$ cat src/rtl/kule_spi_pkg.sv
// Shared definitions for the host SPI link.
// Contents: default frame magic byte, flag byte bit positions, the status
// transmitter state encoding, and helpers that assemble the flag byte and the
// 32-bit status frame.
package kule_spi_pkg;

  localparam logic [7:0] MAGIC_DEFAULT = 8'hA5;

  // Bit positions inside the flag byte; bits [3:0] are reserved and sent as 0.
  localparam int FLAG_FB_RESETTING = 7;
  localparam int FLAG_QUEUE_FULL   = 6;
  localparam int FLAG_QUEUE_EMPTY  = 5;
  localparam int FLAG_OVERFLOW     = 4;

  typedef enum logic [1:0] {
    IDLE  = 2'd0,
    LOAD  = 2'd1,
    SHIFT = 2'd2
  } tx_state_t;

  function automatic logic [7:0] pack_flags(input logic fb_resetting,
                                            input logic queue_full,
                                            input logic queue_empty,
                                            input logic overflow);
    logic [7:0] flags;
    flags                    = 8'h00;
    flags[FLAG_FB_RESETTING] = fb_resetting;
    flags[FLAG_QUEUE_FULL]   = queue_full;
    flags[FLAG_QUEUE_EMPTY]  = queue_empty;
    flags[FLAG_OVERFLOW]     = overflow;
    return flags;
  endfunction

  function automatic logic [31:0] pack_frame(input logic [7:0] magic,
                                             input logic [7:0] queue_count,
                                             input logic [7:0] frame_count,
                                             input logic [7:0] flags);
    return {magic, queue_count, frame_count, flags};
  endfunction

endpackage

$ cat src/rtl/sync_edge.sv
// Multi-flop synchronizer with edge detection for one asynchronous input.
// Ports:
//   clock, reset_n : system clock, asynchronous active-low reset
//   din            : asynchronous input pin
//   rise, fall     : one-cycle pulses on a synchronized rising/falling edge
// An event on din shows up on rise/fall after STAGES+1 clock edges.
module sync_edge #(
  parameter int   STAGES    = 2,
  parameter logic RESET_VAL = 1'b0
) (
  input  logic clock,
  input  logic reset_n,
  input  logic din,
  output logic rise,
  output logic fall
);

  logic [STAGES-1:0] sync_r;
  logic              prev_r;

  // Synchronizer chain plus the previous-level register used for edge detect.
  always_ff @(posedge clock or negedge reset_n) begin
    if (!reset_n) begin
      sync_r <= {STAGES{RESET_VAL}};
      prev_r <= RESET_VAL;
    end else begin
      sync_r <= {sync_r[STAGES-2:0], din};
      prev_r <= sync_r[STAGES-1];
    end
  end

  assign rise = sync_r[STAGES-1] & ~prev_r;
  assign fall = ~sync_r[STAGES-1] & prev_r;

endmodule

$ cat src/rtl/spi_status_tx.sv
// SPI status transmitter: on each chip-select assertion snapshots renderer
// status and shifts a 32-bit frame out on MISO, MSB first, SPI mode 0.
// Ports:
//   clock, reset_n              : system clock, asynchronous active-low reset
//   spi_cs, spi_clk             : host SPI chip select (active low) and clock
//   spi_miso, spi_miso_oe       : serial status data and its pad enable
//   global_vsync                : frame sync, counted into frame_count
//   queue_count/full/empty      : sprite queue status
//   fb_resetting                : framebuffer clear in progress
//   overflow_pulse              : dropped-enqueue pulse, latched until sent
//   frame_count                 : free-running vsync counter
//   tx_busy                     : high while loading or shifting a frame
module spi_status_tx
  import kule_spi_pkg::*;
#(
  parameter int         SYNC_STAGES = 2,
  parameter logic [7:0] MAGIC       = MAGIC_DEFAULT,
  parameter int         FRAME_BITS  = 32
) (
  input  logic       clock,
  input  logic       reset_n,
  input  logic       spi_cs,
  input  logic       spi_clk,
  output logic       spi_miso,
  output logic       spi_miso_oe,
  input  logic       global_vsync,
  input  logic [7:0] queue_count,
  input  logic       queue_full,
  input  logic       queue_empty,
  input  logic       fb_resetting,
  input  logic       overflow_pulse,
  output logic [7:0] frame_count,
  output logic       tx_busy
);

  localparam int CNT_W = $clog2(FRAME_BITS);

  logic                  cs_rise_s, cs_fall_s;
  logic                  clk_rise_s, clk_fall_s;
  logic                  vsync_rise_s, vsync_fall_s;
  logic                  unused_s;
  logic                  frame_done_s;
  logic                  sticky_next_s;
  logic [FRAME_BITS-1:0] snapshot_s;

  tx_state_t             state_r;
  logic [FRAME_BITS-1:0] shift_r;
  logic [CNT_W-1:0]      cnt_r;
  logic                  miso_r;
  logic                  miso_oe_r;
  logic                  busy_r;
  logic                  sticky_r;
  logic [7:0]            frame_count_r;

  sync_edge #(.STAGES(SYNC_STAGES), .RESET_VAL(1'b1)) u_sync_cs (
    .clock(clock), .reset_n(reset_n), .din(spi_cs),
    .rise(cs_rise_s), .fall(cs_fall_s)
  );

  sync_edge #(.STAGES(SYNC_STAGES), .RESET_VAL(1'b0)) u_sync_clk (
    .clock(clock), .reset_n(reset_n), .din(spi_clk),
    .rise(clk_rise_s), .fall(clk_fall_s)
  );

  sync_edge #(.STAGES(SYNC_STAGES), .RESET_VAL(1'b0)) u_sync_vsync (
    .clock(clock), .reset_n(reset_n), .din(global_vsync),
    .rise(vsync_rise_s), .fall(vsync_fall_s)
  );

  // Host samples on rising SCK and vsync counts rising edges only.
  assign unused_s = clk_rise_s ^ vsync_fall_s;

  // Last bit of a frame leaves on this falling edge unless CS is being dropped.
  assign frame_done_s = (state_r == SHIFT) && clk_fall_s && !cs_rise_s &&
                        (cnt_r == CNT_W'(FRAME_BITS - 1));

  // Sticky overflow: a new pulse wins over the end-of-frame clear.
  always_comb begin
    sticky_next_s = sticky_r;
    if (overflow_pulse) begin
      sticky_next_s = 1'b1;
    end else if (frame_done_s) begin
      sticky_next_s = 1'b0;
    end else begin
      sticky_next_s = sticky_r;
    end
  end

  // Snapshot uses the next sticky value so a back-to-back frame sees the clear.
  assign snapshot_s = FRAME_BITS'(pack_frame(MAGIC, queue_count, frame_count_r,
                        pack_flags(fb_resetting, queue_full, queue_empty, sticky_next_s)));

  // Free-running vsync counter, wraps naturally at 8 bits.
  always_ff @(posedge clock or negedge reset_n) begin
    if (!reset_n) begin
      frame_count_r <= 8'd0;
    end else if (vsync_rise_s) begin
      frame_count_r <= frame_count_r + 8'd1;
    end else begin
      frame_count_r <= frame_count_r;
    end
  end

  // Transmit FSM with registered MISO, output enable and busy flag.
  always_ff @(posedge clock or negedge reset_n) begin
    if (!reset_n) begin
      state_r   <= IDLE;
      shift_r   <= '0;
      cnt_r     <= '0;
      miso_r    <= 1'b0;
      miso_oe_r <= 1'b0;
      busy_r    <= 1'b0;
      sticky_r  <= 1'b0;
    end else begin
      sticky_r <= sticky_next_s;
      case (state_r)
        IDLE: begin
          miso_r    <= 1'b0;
          miso_oe_r <= 1'b0;
          if (cs_fall_s) begin
            state_r <= LOAD;
            busy_r  <= 1'b1;
          end else begin
            state_r <= IDLE;
            busy_r  <= 1'b0;
          end
        end
        LOAD: begin
          if (cs_rise_s) begin
            state_r   <= IDLE;
            miso_r    <= 1'b0;
            miso_oe_r <= 1'b0;
            busy_r    <= 1'b0;
          end else begin
            state_r   <= SHIFT;
            shift_r   <= snapshot_s;
            cnt_r     <= '0;
            miso_r    <= snapshot_s[FRAME_BITS-1];
            miso_oe_r <= 1'b1;
            busy_r    <= 1'b1;
          end
        end
        SHIFT: begin
          if (cs_rise_s) begin
            state_r   <= IDLE;
            miso_r    <= 1'b0;
            miso_oe_r <= 1'b0;
            busy_r    <= 1'b0;
          end else if (frame_done_s) begin
            // Still selected: start the next frame from a fresh snapshot.
            shift_r <= snapshot_s;
            cnt_r   <= '0;
            miso_r  <= snapshot_s[FRAME_BITS-1];
          end else if (clk_fall_s) begin
            shift_r <= {shift_r[FRAME_BITS-2:0], 1'b0};
            cnt_r   <= cnt_r + CNT_W'(1);
            miso_r  <= shift_r[FRAME_BITS-2];
          end else begin
            shift_r <= shift_r;
            cnt_r   <= cnt_r;
          end
        end
        default: begin
          state_r   <= IDLE;
          miso_r    <= 1'b0;
          miso_oe_r <= 1'b0;
          busy_r    <= 1'b0;
        end
      endcase
    end
  end

  assign spi_miso    = miso_r;
  assign spi_miso_oe = miso_oe_r;
  assign tx_busy     = busy_r;
  assign frame_count = frame_count_r;

endmodule

$ cat config.mk
export PLATFORM = sky130hd
export DESIGN_NAME = spi_status_tx
export DESIGN_NICKNAME = d
export VERILOG_FILES = /design/src/rtl/kule_spi_pkg.sv /design/src/rtl/sync_edge.sv /design/src/rtl/spi_status_tx.sv
export SDC_FILE = /design/constraint.sdc
export NUM_CORES = 1
export LEC_CHECK = 0
export CAP_MARGIN = 20
export CORE_MARGIN = 8
export CORE_UTILIZATION = 43
export CTS_CLUSTER_SIZE = 12
export DETAILED_ROUTE_END_ITERATION = 8
export RECOVER_POWER = 25
export SLEW_MARGIN = 0
export SYNTH_ARGS = -nofsm -noshare
export SYNTH_HDL_FRONTEND = slang
export SYNTH_SLANG_ARGS = --single-unit
$ cat constraint.sdc
create_clock -name clock -period 3.43 [get_ports clock]
set_input_delay 0.686 -clock clock [delete_from_list [all_inputs] [get_ports clock]]
set_output_delay 0.686 -clock clock [all_outputs]
set_load 0.1 [all_outputs]
Yosys cells after proc, flatten, opt, wreduce, memory -nomap -nowiden

Index checks and enable logic that the tools add are counted.

Reduce and logical (&&, ||, !) cells: 7
Multiplexer cells: 25
Bitwise logic cells: 8
Eq/ne operators: 8
$add $sub $neg: 2

Operators with widths:

| cell                                                             | count |
|---|---|
| 31-bit 2-to-1 mux                                                | 4 |
| 31-bit case mux with 2 select lines                              | 1 |
| 5-bit 2-to-1 mux                                                 | 4 |
| 5-bit case mux with 2 select lines                               | 1 |
| 1-bit 2-to-1 mux                                                 | 9 |
| 8-bit by 1-bit adder with 8-bit output (second input constant)   | 1 |
| 2-bit != test (second input constant)                            | 3 |
| 2-bit case mux with 3 select lines                               | 1 |
| 5-bit by 1-bit adder with 5-bit output (second input constant)   | 1 |
| 5-bit == test (second input constant)                            | 1 |
| 1-bit bitwise AND                                                | 4 |
| 2-bit 2-to-1 mux                                                 | 2 |
| 4-bit != test (second input constant)                            | 1 |
| 1-bit inverter                                                   | 4 |
| 1-bit case mux with 2 select lines                               | 2 |
| 4-bit AND reduction                                              | 1 |
| 1-bit logical AND                                                | 3 |
| 3-bit != test (second input constant)                            | 1 |
| 1-bit case mux with 3 select lines                               | 1 |
| 2-bit by 1-bit == test with 1-bit output (second input constant) | 1 |
| 2-bit == test (second input constant)                            | 1 |
| 2-bit logical NOT                                                | 1 |
| 2-bit nonzero test                                               | 1 |
| 1-bit logical NOT                                                | 1 |

Output and inout bits: 11
Register bits after elaboration: 59
Input port bits: 17

Longest topological paths before layout

Word-level depth: 10
Mapped depth: 8

Cells and area by module

Synthesis repeated with hierarchy kept, for this count alone.

Cells, all modules: 179
Area, all modules: 2290.9 sq um

By module, submodules not included:

| module                      | sequential area each (sq um) | cells each | area each (sq um) | times used |
|---|---|---|---|---|
| spi_status_tx               | 1126.1                       | 164        | 2016.9            | 1 |
| sync_edge at u_sync_clk ... | 75.1                         | 5          | 90.1              | 2 |
| sync_edge at u_sync_cs      | 78.8                         | 5          | 93.8              | 1 |

Least setup slack after synthesis

OpenSTA, ideal clock, no wires.

Path type: register to register
Start: reg spi_miso_oe (netlist name)
End: reg cnt_r[3]
Library setup time: 121 ps
Arrival: 2114 ps
Clock period less this slack: 2235 ps
Data required time: 3309 ps
Cell stages (with the launch flop): 7
Setup slack: 1195 ps
Cells stage by stage: dfrtp_1 ha_1 nand3b_1 a21o_1 buf_2 a21o_1 a22o_1

RTL lines:

| element              | line                 | source |
|---|---|---|
| end signal, assigned | spi_status_tx.sv:156 | `cnt_r <= cnt_r + CNT_W'(1);` |
| end signal, assigned | spi_status_tx.sv:160 | `cnt_r <= cnt_r;` |
| end, declared        | spi_status_tx.sv:48  | `logic [CNT_W-1:0] cnt_r;` |

Final worst setup path

Start: reg state_r[0]
End: reg shift_r[10]

Cells in the longest elaborated chain, start to end: 7
Elaborated cells on any way between the ends: 13
Classes of those cells: 5 x eq/ne; 3 x mux; 5 x reduce/logical

RTL lines:

| element                             | line                                      | source |
|---|---|---|
| start, declared                     | spi_status_tx.sv:46                       | `tx_state_t state_r;` |
| start signal, assigned              | spi_status_tx.sv:107                      | `state_r <= IDLE;` |
| start signal, assigned              | spi_status_tx.sv:121                      | `state_r <= LOAD;` |
| start signal, assigned              | spi_status_tx.sv:124                      | `state_r <= IDLE;` |
| 2-bit == test                       | spi_status_tx.sv:74, spi_status_tx.sv:116 |  |
| 1-bit logical AND (3 in series)     | spi_status_tx.sv:74                       | `assign frame_done_s = (state_r == SHIFT) && clk_fall_s && !cs_rise_s &&` |
| 31-bit 2-to-1 mux                   | spi_status_tx.sv:149                      | `end else if (frame_done_s) begin` |
| 31-bit 2-to-1 mux                   | spi_status_tx.sv:144                      | `if (cs_rise_s) begin` |
| 31-bit case mux with 2 select lines | spi_status_tx.sv:116                      | `case (state_r)` |
| end signal, assigned                | spi_status_tx.sv:151                      | `shift_r <= snapshot_s;` |
| end signal, assigned                | spi_status_tx.sv:155                      | `shift_r <= {shift_r[FRAME_BITS-2:0], 1'b0};` |
| end signal, assigned                | spi_status_tx.sv:159                      | `shift_r <= shift_r;` |
| end, declared                       | spi_status_tx.sv:47                       | `logic [FRAME_BITS-1:0] shift_r;` |

Several ways; a longest one is shown, not always the timed one. The select of a mux whose other input is x is not followed.
A chain may end at the register's enable or synchronous reset.

==> summary.md <==
| Metric | Value |
|---|---|
| Initial antenna violation count | 0 |
| Max Fanout on Critical Path | 30 |
| Met2 routed wirelength | 1860 um |
| Hold Path Origin | u_sync_clk.sync_r[0]$_DFF_PN0_ |
| GP Congestion | 0.8048 |
| Final Net Count | roughly 260 |
| # rows | 27 |
| Syn Area/Cell | 11.67 um^2 |
| IO Count | 28 |
| Reg2reg start | state_r[0]$_DFFE_PN0P_ |
| Seq cells post-synth | 54 |
| Worst VDD drop | between 600 and 700 uV |
| Primary FF master, synth | dfrtp_1 |
| Final-report setup violation count | 0 |
| Crit path kind | flip-flop to flip-flop |
| Met3 Wirelength | 124 um |
| Pwr Density | 757.2 nW/um^2 |
| R2R setup slack | 1.21 ns |
| Worst Path Required | 3.66 ns |
| Worst slew margin | 0.09125 |
| Uppermost layer routed | met4 |
| Worst Hold End | u_sync_clk.sync_r[1]$_DFF_PN0_ |
| Worst-skew pair later-pin latency | 0.31 ns |
| Vias in the first global route | around 1,600 |
| CP startpoint kind | flip-flop |
| Worst Tran Pin Value | 1.363 ns |
| Antenna Nets Post-Route | 0 |
| Synth warn | 0 |
| Post-Route Setup TNS | 0 ns |
| RSZ-0062 raised after global routing | no |
| Post-DP HPWL | 2911 um |
| Max-slew violations | 0 |
| DR vias | 1,527 |
| Hold Buf Count CTS | 0 |
| Initial DRC Count | 56 |
| CTS Root Cell | clkbuf_8 |
| Synth unique cells | 35 |
| Layout area overhead | 16.56% |
| Post-CTS Setup Bufs | 0 |
| CP Capture Type | flip-flop |
| Final min period | between 2 and 2.5 ns |
| Mapped cell area | ~2400 um^2 |
| Core area | about 5400 um^2 |
| Worst Skew | approximately 0.011 ns |
| Cells after synthesis | 204 |
| CTS Buf Count | 5 |
| Gr ovfl total | 0 |
| Clock tree sinks | 54 |
| Asr flop ratio synth | 1.000 |
| Port bufs | 27 |
| Die Y-Extent | between 90 and 100 um |
| Run status | complete, no violations |
| Share of layout cells above drive strength 1 | 0.1373 |
| H-tree depth | 2 |
| Post-synth EDFFs | 0 |
| Min-Delay Path Class | flip-flop to flip-flop |
| Seq/Total Area, Yosys | 0.5694 |
| Worst-path clk slew | approximately 0.090 ns |
| Wl on met1 | 2178 um |
| Final Hold Viols | 0 |
| Die width | 90.40 um |
| First-pass GRT wire length | 7272 um |
| Critical path data arrival time | 2.45 ns |
| Fin worst setup slack | roughly 1.2 ns |
| Wirelength, routed | 4242 um |
| Filler instances | 491 |
| GRT Util Overall | 0.1083 |
| Mapped Nets | 227 |
| Cell depth of the worst flop-to-flop path | 7 |
| N_diodes | 0 |
| Clock buffer depth | 2 |
| Dpl ws | 1.203 ns |
| Leak | around 1.2 nW |
| Routed WL per cell | 13.91 um |
| Die area | 8171 um^2 |
| FF-to-FF End | shift_r[10]$_DFFE_PN0P_ |
| Avg Vias per Cell | 5.007 |
| Final worst-path cycle share | 0.6461 |
| CTS tree | done |
| First-pass DRT Iterations | 4 |
| Initial core utilization | 0.4375 |
| Maximum clock frequency | roughly 450 MHz |
| Residual DRC | 0 |
| Hold Crit Depth | 0 |
| Max Cap Viol | 0 |
| PostCTS Resize Cnt | 0 |
| Largest net degree at the start of global routing | 31 |
-- registers in the layout, summed over array words and instances (netlist names) --
register             flops
u_sync_cs.prev_r         1
spi_miso                 1
cnt_r                    5
state_r                  1
u_sync_vsync.sync_r      2
tx_busy                  1
shift_r                 27
spi_miso_oe              1
u_sync_vsync.prev_r      1
u_sync_cs.sync_r         2
frame_count              8
sticky_r                 1
u_sync_clk.prev_r        1
u_sync_clk.sync_r        2
-- logic make-up (layout without fill, tap and decap cells) --
kind of cell    count (synthesis)  count (layout)  synth area share
mux                            20              20           0.08465
buf+inv                        13              42           0.03627
simple gates                   53              53            0.1073
fa+ha+maj                       6               6           0.03154
xor+xnor                        7               7           0.02576
compound gates                 51              51            0.1451
flops                          54              54            0.5694
-- cell usage in the layout, fill, tap and decap left out, drive strengths merged, types with 6 or more instances in the layout --
| master | count |
|---|---|
| a21oi | 27 |
| a22o | 7 |
| o21ai | 8 |
| clkbuf | 8 |
| nand2 | 11 |
| dfrtp | 51 |
| mux2i | 19 |
| ha | 6 |
| xnor2 | 6 |
| nor2 | 22 |
| buf | 14 |
| clkdlybuf4s50 | 15 |
-- power breakdown --
part           internal (mW)  total, mW  switching [mW]
Clock                  0.238      0.439           0.201
Combinational          0.230      0.708           0.478
Sequential             0.820      0.953           0.133
-- metrics by stage --
stage                     utilization  power (mW)  instances  hold slack, ns  area (um^2)
final                          0.5100       2.100        305          0.3528         2774
after global routing           0.5100       2.216        305          0.3656         2774
after CTS                      0.5102       2.126        305          0.3561         2775
after detailed placement       0.4888       1.684        297          0.3347         2659
after global placement         0.4888       1.673        297          0.3333         2659
after floorplan                     -       1.513        204          0.3312         2380
-- worst max path at each step --
stage                                  startpoint                       to  slack, ns  depth (start not counted)
after global routing       state_r[0]$_DFFE_PN0P_   shift_r[8]$_DFFE_PN0P_       1.03                          7
after floorplan           spi_miso_oe$_DFFE_PN0P_     cnt_r[3]$_DFFE_PN0P_       1.20                          6
after CTS                  state_r[0]$_DFFE_PN0P_   shift_r[8]$_DFFE_PN0P_       1.19                          7
after detailed placement   state_r[0]$_DFFE_PN0P_   shift_r[8]$_DFFE_PN0P_       1.20                          7
final                      state_r[0]$_DFFE_PN0P_  shift_r[10]$_DFFE_PN0P_       1.21                          7
after global placement     state_r[0]$_DFFE_PN0P_   shift_r[6]$_DFFE_PN0P_       1.28                          7
-- synthesized netlist by cell type (2+ instances only) --
cell      instances  area share
ha_1              6       0.032
dfrtp_1          51        0.54
nand4_1           4       0.011
buf_6             2      0.0095
o21ai_1           5       0.011
nand3_1           3      0.0063
nand2b_1          3      0.0079
inv_1             3      0.0047
o22a_1            3       0.011
o21ai_0           3      0.0063
nor2b_1           4       0.011
a22o_1            7       0.026
xnor2_1           6       0.022
and3_1            4       0.011
mux2i_1          19       0.080
a21o_1            3      0.0095
dfstp_2           3       0.033
nor2_1           21       0.033
nand2_1          10       0.016
a21oi_1          24       0.050
buf_2             5       0.011
a21oi_2           2      0.0074
-- per-layer routing --
layer | vias to the layer above | GRT usage
li1 | 770 | -
met1 | 729 | 0.1403
met2 | 20 | 0.1650
met3 | 8 | 0.03076
met4 | 0 | 0.04577
met5 | - | 0
-- layout make-up --
class | instances | area [um^2] | area share
inverter | 4 | 15.01 | 0.005413
clock buffer | 7 | 86.33 | 0.03112
timing repair buffer | 30 | 259.0 | 0.09337
clock inverter | 1 | 30.03 | 0.01083
tap | 72 | 90.09 | 0.03248
sequential | 54 | 1355 | 0.4885
multi-input combinational | 137 | 938.4 | 0.3383
-- worst max-delay path, stage by stage, from the launching register on --
cell and delay [ns]:
dfrtp_1 0.42, inv_1 0.09, ha_1 0.45, nand3b_1 0.21, a21oi_4 0.40, buf_4 0.37
nor2_1 0.09, a21oi_2 0.11
Note: power is estimated with default switching activity, not from simulation.
